<file path="src/rtl/spi_pkg.sv">
`timescale 1ns/1ps
`default_nettype none
// ============================================================================
//  Module      : spi_pkg
//  Description : Shared types and constants for the SPI responder block:
//                FSM encoding, SPI mode codes and default word width.
//  Revision    : 1.0  initial release
// ============================================================================
package spi_pkg;

  // Default number of bits per SPI word
  localparam int SPI_DATA_WIDTH = 8;

  // SPI mode codes, packed as {cpol, cpha}
  localparam logic [1:0] MODE0 = 2'b00;
  localparam logic [1:0] MODE1 = 2'b01;
  localparam logic [1:0] MODE2 = 2'b10;
  localparam logic [1:0] MODE3 = 2'b11;

  // Frame state: IDLE between frames, ACTIVE while the synchronised cs_n is low
  typedef enum logic [0:0] {
    ST_IDLE   = 1'b0,
    ST_ACTIVE = 1'b1
  } spi_state_e;

endpackage
`default_nettype wire

</file>
<file path="src/rtl/spi_slave_if.sv">
`timescale 1ns/1ps
`default_nettype none
// ============================================================================
//  Module      : spi_slave_if
//  Description : The four SPI pins between a master and this responder.
//  Revision    : 1.0  initial release
// ============================================================================
interface spi_slave_if;
  logic sclk;
  logic cs_n;
  logic mosi;
  logic miso;

  modport master (output sclk, output cs_n, output mosi, input miso);
  modport slave  (input sclk, input cs_n, input mosi, output miso);
endinterface
`default_nettype wire

</file>
<file path="src/rtl/spi_rx_fifo.sv">
`timescale 1ns/1ps
`default_nettype none
// ============================================================================
//  Module      : spi_rx_fifo
//  Description : Synchronous first-word-fall-through FIFO for received words.
//                A push while full is accepted only if a pop happens in the
//                same cycle, so the occupancy stays at FIFO_DEPTH.
//  Revision    : 1.0  initial release
// ============================================================================
module spi_rx_fifo #(
  parameter int DATA_WIDTH = 8,
  parameter int FIFO_DEPTH = 16,
  parameter int ADDR_WIDTH = 4
) (
  input  logic                  clk,
  input  logic                  rst_n,
  input  logic                  write_en,
  input  logic [DATA_WIDTH-1:0] write_data,
  input  logic                  read_en,
  output logic [DATA_WIDTH-1:0] read_data,
  output logic                  empty,
  output logic                  full
);

  localparam logic [ADDR_WIDTH:0] PTR_ONE = 1;

  logic [ADDR_WIDTH:0]   wr_ptr_q, wr_ptr_d;
  logic [ADDR_WIDTH:0]   rd_ptr_q, rd_ptr_d;
  logic [DATA_WIDTH-1:0] mem_q [FIFO_DEPTH];
  logic                  do_rd;
  logic                  do_wr;

  // Pointers carry one extra wrap bit to tell full from empty
  always_comb begin
    empty    = (wr_ptr_q == rd_ptr_q);
    full     = (wr_ptr_q[ADDR_WIDTH] != rd_ptr_q[ADDR_WIDTH]) &&
               (wr_ptr_q[ADDR_WIDTH-1:0] == rd_ptr_q[ADDR_WIDTH-1:0]);
    do_rd    = read_en & ~empty;
    do_wr    = write_en & (~full | do_rd);
    wr_ptr_d = do_wr ? wr_ptr_q + PTR_ONE : wr_ptr_q;
    rd_ptr_d = do_rd ? rd_ptr_q + PTR_ONE : rd_ptr_q;
    read_data = mem_q[rd_ptr_q[ADDR_WIDTH-1:0]];
  end

  // Pointer registers
  always_ff @(posedge clk or negedge rst_n) begin
    if (!rst_n) begin
      wr_ptr_q <= '0;
      rd_ptr_q <= '0;
    end else begin
      wr_ptr_q <= wr_ptr_d;
      rd_ptr_q <= rd_ptr_d;
    end
  end

  // Storage array; contents are don't-care until written
  always_ff @(posedge clk) begin
    if (do_wr) mem_q[wr_ptr_q[ADDR_WIDTH-1:0]] <= write_data;
  end

endmodule
`default_nettype wire

</file>
<file path="src/rtl/spi_slave.sv">
`timescale 1ns/1ps
`default_nettype none
// ============================================================================
//  Module      : spi_slave
//  Description : SPI responder, all four CPOL/CPHA modes. Oversamples the
//                pins in the clk domain, deserialises MSB-first words into an
//                RX FIFO and serialises a TX holding register onto miso.
//  Revision    : 1.0  initial release
// ============================================================================
module spi_slave
  import spi_pkg::*;
#(
  parameter int DATA_WIDTH = SPI_DATA_WIDTH,
  parameter int FIFO_DEPTH = 16,
  parameter int ADDR_WIDTH = 4
) (
  input  logic                  clk,
  input  logic                  rst_n,
  spi_slave_if.slave            spi,
  input  logic                  cpol,
  input  logic                  cpha,
  input  logic                  tx_wr_en,
  input  logic [DATA_WIDTH-1:0] tx_wr_data,
  output logic                  tx_ready,
  output logic                  busy,
  input  logic                  fifo_rd_en,
  output logic [DATA_WIDTH-1:0] fifo_rd_data,
  output logic                  fifo_empty,
  output logic                  fifo_full,
  output logic                  rx_overrun,
  input  logic                  ovr_clr,
  output logic                  frame_err
);

  localparam int               CNT_W    = $clog2(DATA_WIDTH) + 1;
  localparam logic [CNT_W-1:0] CNT_ONE  = 1;
  localparam logic [CNT_W-1:0] CNT_WORD = CNT_W'(DATA_WIDTH);

  // [0],[1] form the synchroniser, [2] is the previous value for edge detect
  logic [2:0]            sclk_sync_q, sclk_sync_d;
  logic [2:0]            cs_sync_q, cs_sync_d;
  logic [1:0]            mosi_sync_q, mosi_sync_d;
  spi_state_e            state_q, state_d;
  logic [CNT_W-1:0]      bit_cnt_q, bit_cnt_d;
  logic [DATA_WIDTH-1:0] rx_shift_q, rx_shift_d;
  logic [DATA_WIDTH-1:0] tx_shift_q, tx_shift_d;
  logic [DATA_WIDTH-1:0] tx_hold_q, tx_hold_d;
  logic                  tx_full_q, tx_full_d;
  logic                  reload_q, reload_d;
  logic                  miso_q, miso_d;
  logic                  frame_err_q, frame_err_d;
  logic                  overrun_q, overrun_d;

  logic                  sclk_rise, sclk_fall, lead_edge, trail_edge;
  logic                  sample_edge, shift_edge, cs_fall, cs_rise;
  logic                  word_done, consume;
  logic [DATA_WIDTH-1:0] load_word;

  // Edge decode of the synchronised pins, mapped onto sample/shift edges per mode
  always_comb begin
    sclk_sync_d = {sclk_sync_q[1:0], spi.sclk};
    cs_sync_d   = {cs_sync_q[1:0], spi.cs_n};
    mosi_sync_d = {mosi_sync_q[0], spi.mosi};
    sclk_rise   = sclk_sync_q[1] & ~sclk_sync_q[2];
    sclk_fall   = ~sclk_sync_q[1] & sclk_sync_q[2];
    lead_edge   = cpol ? sclk_fall : sclk_rise;
    trail_edge  = cpol ? sclk_rise : sclk_fall;
    sample_edge = cpha ? trail_edge : lead_edge;
    shift_edge  = cpha ? lead_edge : trail_edge;
    cs_fall     = ~cs_sync_q[1] & cs_sync_q[2];
    cs_rise     = cs_sync_q[1] & ~cs_sync_q[2];
    word_done   = (bit_cnt_q == CNT_WORD);
    // An empty holding register sends zeros
    load_word   = tx_full_q ? tx_hold_q : '0;
  end

  // Frame FSM with RX/TX shifters; miso always mirrors the next bit to present
  always_comb begin
    state_d     = state_q;
    bit_cnt_d   = bit_cnt_q;
    rx_shift_d  = rx_shift_q;
    tx_shift_d  = tx_shift_q;
    reload_d    = reload_q;
    miso_d      = miso_q;
    frame_err_d = 1'b0;
    consume     = 1'b0;

    // A completed word is pushed this cycle; the next shift edge starts a new TX word
    if (word_done) begin
      bit_cnt_d = '0;
      reload_d  = 1'b1;
    end

    case (state_q)
      ST_IDLE: begin
        miso_d    = 1'b0;
        bit_cnt_d = '0;
        reload_d  = 1'b0;
        if (cs_fall) begin
          state_d    = ST_ACTIVE;
          tx_shift_d = load_word;
          consume    = 1'b1;
          // cpha=0 masters sample on the very first edge, so present the MSB now
          miso_d     = cpha ? 1'b0 : load_word[DATA_WIDTH-1];
        end
      end
      ST_ACTIVE: begin
        if (cs_rise) begin
          state_d     = ST_IDLE;
          bit_cnt_d   = '0;
          reload_d    = 1'b0;
          miso_d      = 1'b0;
          frame_err_d = (bit_cnt_q != '0) && !word_done;
        end else begin
          if (sample_edge) begin
            rx_shift_d = {rx_shift_q[DATA_WIDTH-2:0], mosi_sync_q[1]};
            bit_cnt_d  = bit_cnt_q + CNT_ONE;
          end
          if (shift_edge) begin
            if (reload_q) begin
              reload_d = 1'b0;
              consume  = 1'b1;
              miso_d   = load_word[DATA_WIDTH-1];
              tx_shift_d = cpha ? {load_word[DATA_WIDTH-2:0], 1'b0} : load_word;
            end else if (cpha) begin
              miso_d     = tx_shift_q[DATA_WIDTH-1];
              tx_shift_d = {tx_shift_q[DATA_WIDTH-2:0], 1'b0};
            end else begin
              miso_d     = tx_shift_q[DATA_WIDTH-2];
              tx_shift_d = {tx_shift_q[DATA_WIDTH-2:0], 1'b0};
            end
          end
        end
      end
      default: state_d = ST_IDLE;
    endcase
  end

  // TX holding register: a load is consumed first, a host write only lands when empty
  always_comb begin
    tx_hold_d = tx_hold_q;
    tx_full_d = consume ? 1'b0 : tx_full_q;
    if (tx_wr_en && !tx_full_q) begin
      tx_hold_d = tx_wr_data;
      tx_full_d = 1'b1;
    end
    // Set wins over clear; a push while full survives only with a concurrent pop
    overrun_d = (ovr_clr ? 1'b0 : overrun_q) | (word_done & fifo_full & ~fifo_rd_en);
  end

  // All block state, asynchronously cleared
  always_ff @(posedge clk or negedge rst_n) begin
    if (!rst_n) begin
      sclk_sync_q <= '0;
      // Clearing cs_n history low means a cs_n already low at release is not a fall
      cs_sync_q   <= '0;
      mosi_sync_q <= '0;
      state_q     <= ST_IDLE;
      bit_cnt_q   <= '0;
      rx_shift_q  <= '0;
      tx_shift_q  <= '0;
      tx_hold_q   <= '0;
      tx_full_q   <= 1'b0;
      reload_q    <= 1'b0;
      miso_q      <= 1'b0;
      frame_err_q <= 1'b0;
      overrun_q   <= 1'b0;
    end else begin
      sclk_sync_q <= sclk_sync_d;
      cs_sync_q   <= cs_sync_d;
      mosi_sync_q <= mosi_sync_d;
      state_q     <= state_d;
      bit_cnt_q   <= bit_cnt_d;
      rx_shift_q  <= rx_shift_d;
      tx_shift_q  <= tx_shift_d;
      tx_hold_q   <= tx_hold_d;
      tx_full_q   <= tx_full_d;
      reload_q    <= reload_d;
      miso_q      <= miso_d;
      frame_err_q <= frame_err_d;
      overrun_q   <= overrun_d;
    end
  end

  spi_rx_fifo #(
    .DATA_WIDTH (DATA_WIDTH),
    .FIFO_DEPTH (FIFO_DEPTH),
    .ADDR_WIDTH (ADDR_WIDTH)
  ) u_rx_fifo (
    .clk        (clk),
    .rst_n      (rst_n),
    .write_en   (word_done),
    .write_data (rx_shift_q),
    .read_en    (fifo_rd_en),
    .read_data  (fifo_rd_data),
    .empty      (fifo_empty),
    .full       (fifo_full)
  );

  assign spi.miso   = miso_q;
  assign tx_ready   = ~tx_full_q;
  assign busy       = (state_q == ST_ACTIVE);
  assign rx_overrun = overrun_q;
  assign frame_err  = frame_err_q;

endmodule
`default_nettype wire
</file>
<file path="src/flat_wrapper.sv">
// flat-port wrapper written by rule: the top's interface ports become plain ports
module spi_slave_flat import spi_pkg::*;
#(
  parameter int DATA_WIDTH = SPI_DATA_WIDTH,
  parameter int FIFO_DEPTH = 16,
  parameter int ADDR_WIDTH = 4
)
  (clk, rst_n, cpol, cpha, tx_wr_en, tx_wr_data, tx_ready, busy, fifo_rd_en, fifo_rd_data, fifo_empty, fifo_full, rx_overrun, ovr_clr, frame_err, spi_sclk, spi_cs_n, spi_mosi, spi_miso);
  spi_slave_if spi_i ();
  input  logic clk;
  input  logic rst_n;
  input  logic cpol;
  input  logic cpha;
  input  logic tx_wr_en;
  input  logic [DATA_WIDTH-1:0] tx_wr_data;
  output logic tx_ready;
  output logic busy;
  input  logic fifo_rd_en;
  output logic [DATA_WIDTH-1:0] fifo_rd_data;
  output logic fifo_empty;
  output logic fifo_full;
  output logic rx_overrun;
  input  logic ovr_clr;
  output logic frame_err;
  input wire logic [$bits(spi_i.sclk)-1:0] spi_sclk;
  input wire logic [$bits(spi_i.cs_n)-1:0] spi_cs_n;
  input wire logic [$bits(spi_i.mosi)-1:0] spi_mosi;
  output wire logic [$bits(spi_i.miso)-1:0] spi_miso;
  assign spi_i.sclk = spi_sclk;
  assign spi_i.cs_n = spi_cs_n;
  assign spi_i.mosi = spi_mosi;
  assign spi_miso = spi_i.miso;
  spi_slave #(.DATA_WIDTH(DATA_WIDTH), .FIFO_DEPTH(FIFO_DEPTH), .ADDR_WIDTH(ADDR_WIDTH)) u_core (.clk(clk), .rst_n(rst_n), .spi(spi_i), .cpol(cpol), .cpha(cpha), .tx_wr_en(tx_wr_en), .tx_wr_data(tx_wr_data), .tx_ready(tx_ready), .busy(busy), .fifo_rd_en(fifo_rd_en), .fifo_rd_data(fifo_rd_data), .fifo_empty(fifo_empty), .fifo_full(fifo_full), .rx_overrun(rx_overrun), .ovr_clr(ovr_clr), .frame_err(frame_err));
endmodule
</file>
<file path="config.mk">
export PLATFORM = sky130hd
export DESIGN_NAME = spi_slave_flat
export DESIGN_NICKNAME = d
export VERILOG_FILES = /design/src/rtl/spi_pkg.sv /design/src/rtl/spi_slave_if.sv /design/src/rtl/spi_rx_fifo.sv /design/src/rtl/spi_slave.sv /design/src/flat_wrapper.sv
export SDC_FILE = /design/constraint.sdc
export NUM_CORES = 1
export LEC_CHECK = 0
export ABC_CLOCK_PERIOD_IN_PS = 3300
export CORE_UTILIZATION = 65
export CTS_BUF_LIST = sky130_fd_sc_hd__clkbuf_2
export DETAILED_ROUTE_END_ITERATION = 7
export GPL_TIMING_DRIVEN = 0
export PLACE_DENSITY = 0.85
export SETUP_SLACK_MARGIN = 0.15
export SYNTH_ARGS = -nofsm -noshare
export SYNTH_HDL_FRONTEND = slang
export SYNTH_HIERARCHICAL = 1
export SYNTH_SLANG_ARGS = --single-unit
</file>
<file path="constraint.sdc">
create_clock -name clk -period 3.3 [get_ports clk]
set_input_delay 0.495 -clock clk [delete_from_list [all_inputs] [get_ports clk]]
set_output_delay 0.495 -clock clk [all_outputs]
set_load 0.03 [all_outputs]
</file>
==> flow_metrics.py <==
metrics = {
    "run_status": {
        "status": "finished, final reports clean",
    },
    "logic_synthesis": {
        "syn_inst": 428,
        "synth_cell_types": 49,
        "yosysSeqAreaShare_pct": 69.2,
        "yosysMostFrequentCell": "edfxtp_1",
        "synth_edf_count": 128,
        "synth_warnings": 6,
        "ys.flop_type": "edfxtp_1",
        "synth_area_leaders": "edfxtp_1 (52%), dfrtp_1 (17%), mux4_2 (9.7%)",
        "synth_top_area_share_pct": 51.7,
        "ys_async_sr_fraction_pct": 28.9,
        "yosysTopAreaCell": "edfxtp_1",
        "avgSynthCellArea_um2": 17.4,
        "synth_seq_cells": 180,
        "synth_common_cells": "edfxtp_1 (128), dfrtp_1 (52), mux4_2 (32)",
        "synth_area_um2": 7440,
        "synth.net_count": 453,
    },
    "sta": {
        "slew_violations": 0,
        "rsz0062_at_grt": "no",
        "hold_viol": 0,
        "slew_headroom_pct": 11.0,
        "finalCritPeriodShare_pct": 89.8,
        "min_period_ps": 2960,
        "tightest_slew_ps": 1320,
        "fmax_mhz": 338,
        "finalSetupViolations": 0,
        "skew_ps": 28.6,
        "timing.hold.ws_ps": 216,
        "fin_setup_tns_ps": 0,
    },
    "routing": {
        "first_iter_violations": 250,
        "drt_wl_total_um": 13800,
        "drc": 0,
        "wire_per_inst_um": 21.7,
        "firstDrtPassIters": 4,
        "ant_nets": 0,
        "routed-via-count": 4003,
        "viasPerCell": 6.32,
    },
    "die": {
        "dieArea_um2": 11900,
        "die_h_um": 109,
        "die_w_um": 109,
        "ios": 33,
        "initial_utilization_pct": 67.7,
        "num_rows": 38,
        "core_um2": 11000,
    },
    "cells_and_area": {
        "drive_above_1_share_pct": 26.2,
        "antenna-diode-count": 0,
        "final_nets": 505,
        "area_delta_synth_final_pct": 10.4,
        "nFillCells": 638,
    },
    "global_routing": {
        "grt_pass1_wl_um": 21300,
        "grt_max_degree": 35,
        "grt_antenna_before_repair": 0,
        "grt_remaining_overflow": 0,
        "grt_pass1_vias": 3989,
        "track_usage_pct": 25.8,
    },
    "power_and_ir_drop": {
        "irDropWorstVdd_mv": 0.509,
        "p_leak_nw": 2.99,
        "power.density_nw_per_um2": 756,
    },
    "cts": {
        "cts_buffer_depth": 2,
        "htree_levels": 4,
        "clk_latency_ps": 690,
        "clkTransAtPathRegs_ps": 230,
        "tritoncts": "built",
        "clock_sinks": 180,
        "cts-root-buf": "clkbuf_2",
        "numCtsBuffers": 17,
    },
    "placement": {
        "dp_hpwl_um": 9160,
        "portBuffers": 31,
        "gp_congestion": 0.825,
    },
    "critical_path": {
        "arrival_ps": 2470,
        "rr_startpoint": "u_core/bit_cnt_q[1]",
        "reg2reg_to": "u_core/u_rx_fifo/mem_q[3][2]",
        "critPathMaxFanout": 10,
        "crit_end": "fifo_rd_data[5]",
        "reg2reg_depth": 6,
        "r2r_slack_ps": 570,
        "worstSetupPathType": "reg2out",
        "end_kind": "output port",
        "cp.required_ps": 2800,
        "crit_start": "u_core/u_rx_fifo/rd_ptr_q[0]",
        "start_kind": "flip-flop",
    },
    "flow_run": {
        "cap_violations": 0,
    },
    "min_path": {
        "hold_path_depth": 1,
        "min_path_type": "in2reg",
    },
}
metrics by stage:
step / power, mW / instance area [µm²] / util (%) / worst slack, ps / std cells
5_1_grt: 6.51 / 8210 / 74.7 / 158 / 633
2_1_floorplan: 4.48 / 7440 / - / 1130 / 428
4_1_cts: 6.27 / 8220 / 74.9 / 69.7 / 633
6_report: 6.21 / 8210 / 74.7 / 338 / 633
3_5_place_dp: 5.22 / 7940 / 72.3 / 329 / 600
3_3_place_gp: 5.13 / 7920 / 72.1 / 279 / 599
logic make-up (layout without fill, tap and decap cells):
group	Yosys count	after routing	synth area share, %
multiplexers	60	60	14.0
XOR/XNOR	14	14	2.00
AO/OA/AOI/OAI	48	48	5.23
flip-flops	180	180	69.2
adder cells (fa/ha/maj)	7	7	1.18
AND/OR/NAND/NOR	84	84	5.96
buffers and inverters	35	100	2.47
metal layers:
layer / track usage, % / wire, µm / up-vias / share of wire (%)
met5: 0 / 0 / - / 0
met4: 10.4 / 269 / 0 / 2.0
met3: 6.34 / 784 / 20 / 5.7
met2: 41.2 / 7150 / 160 / 52
met1: 34.4 / 5550 / 2066 / 40
li1: - / - / 1757 / -
cell usage in the layout, fill, tap and decap left out, drive strengths merged, types with 3 or more instances in the layout:
cell type	count
and3	13
inv	14
nor3	3
dfrtp	52
nand3	5
and2	3
clkinv	8
a22oi	24
ha	7
mux2i	4
clkdlybuf4s50	20
o21ai	5
a21oi	4
mux4	32
mux2	24
buf	21
clkbuf	31
edfxtp	128
nor2b	10
nand2	22
nor2	15
nand2b	3
xnor2	12
nand4	4
a31o	5
repair_timing:
| action | 4_1_cts | 5_1_grt |
|---|---|---|
| endpoints found under the hold margin | 29 | 0 |
| setup buffers | 0 | 0 |
| endpoints found under the setup margin | 10 | 9 |
| pin swaps | 0 | 0 |
| resized for setup | 38 | 22 |
| hold buffers | 1 | 0 |
worst min-delay path by stage:
stage	startpoint	to	slack [ps]
3_5_place_dp	u_core/mosi_sync_q[0]	u_core/mosi_sync_q[1]	340
6_report	spi_cs_n	u_core/cs_sync_q[0]	220
4_1_cts	spi_cs_n	u_core/cs_sync_q[0]	150
3_3_place_gp	u_core/cs_sync_q[0]	u_core/cs_sync_q[1]	340
2_1_floorplan	rst_n	u_core/bit_cnt_q[0]	200
5_1_grt	spi_mosi	u_core/mosi_sync_q[0]	120
worst max-delay path, stage by stage, from the launching register on:
cell and delay (ps):
dfrtp_1 440, buf_12 160, buf_12 160, mux4_2 550, a22oi_1 190, nand2_1 90
buf_2 190
flip-flops by register name, summed over array words and instances (netlist names), 2 cells and up:
name / cells
u_core/tx_hold_q: 8
u_core/sclk_sync_q: 3
u_core/u_rx_fifo/rd_ptr_q: 5
u_core/bit_cnt_q: 4
u_core/rx_shift_q: 8
u_core/tx_shift_q: 8
u_core/u_rx_fifo/mem_q: 128
u_core/u_rx_fifo/wr_ptr_q: 5
u_core/cs_sync_q: 3
u_core/mosi_sync_q: 2
where the power goes:
part | internal (mW) | leakage [nW] | switching, mW
Sequential | 2.81 | 1.81 | 0.362
Combinational | 0.942 | 1.04 | 1.07
Clock | 0.350 | 0.140 | 0.671
area by class of cell:
class                   instances  area, µm²  area share, %
flip-flops and latches        180       5140           62.7
clock buffers                  21        105           1.28
well taps                     140        175           2.13
inverters                      14       52.6          0.640
plain buffers                  21        181           2.21
clock inverters                11        111           1.36
repair buffers                 33        294           3.58
multi-input cells             213       2140           26.1
(Power assumes the default switching activity.)
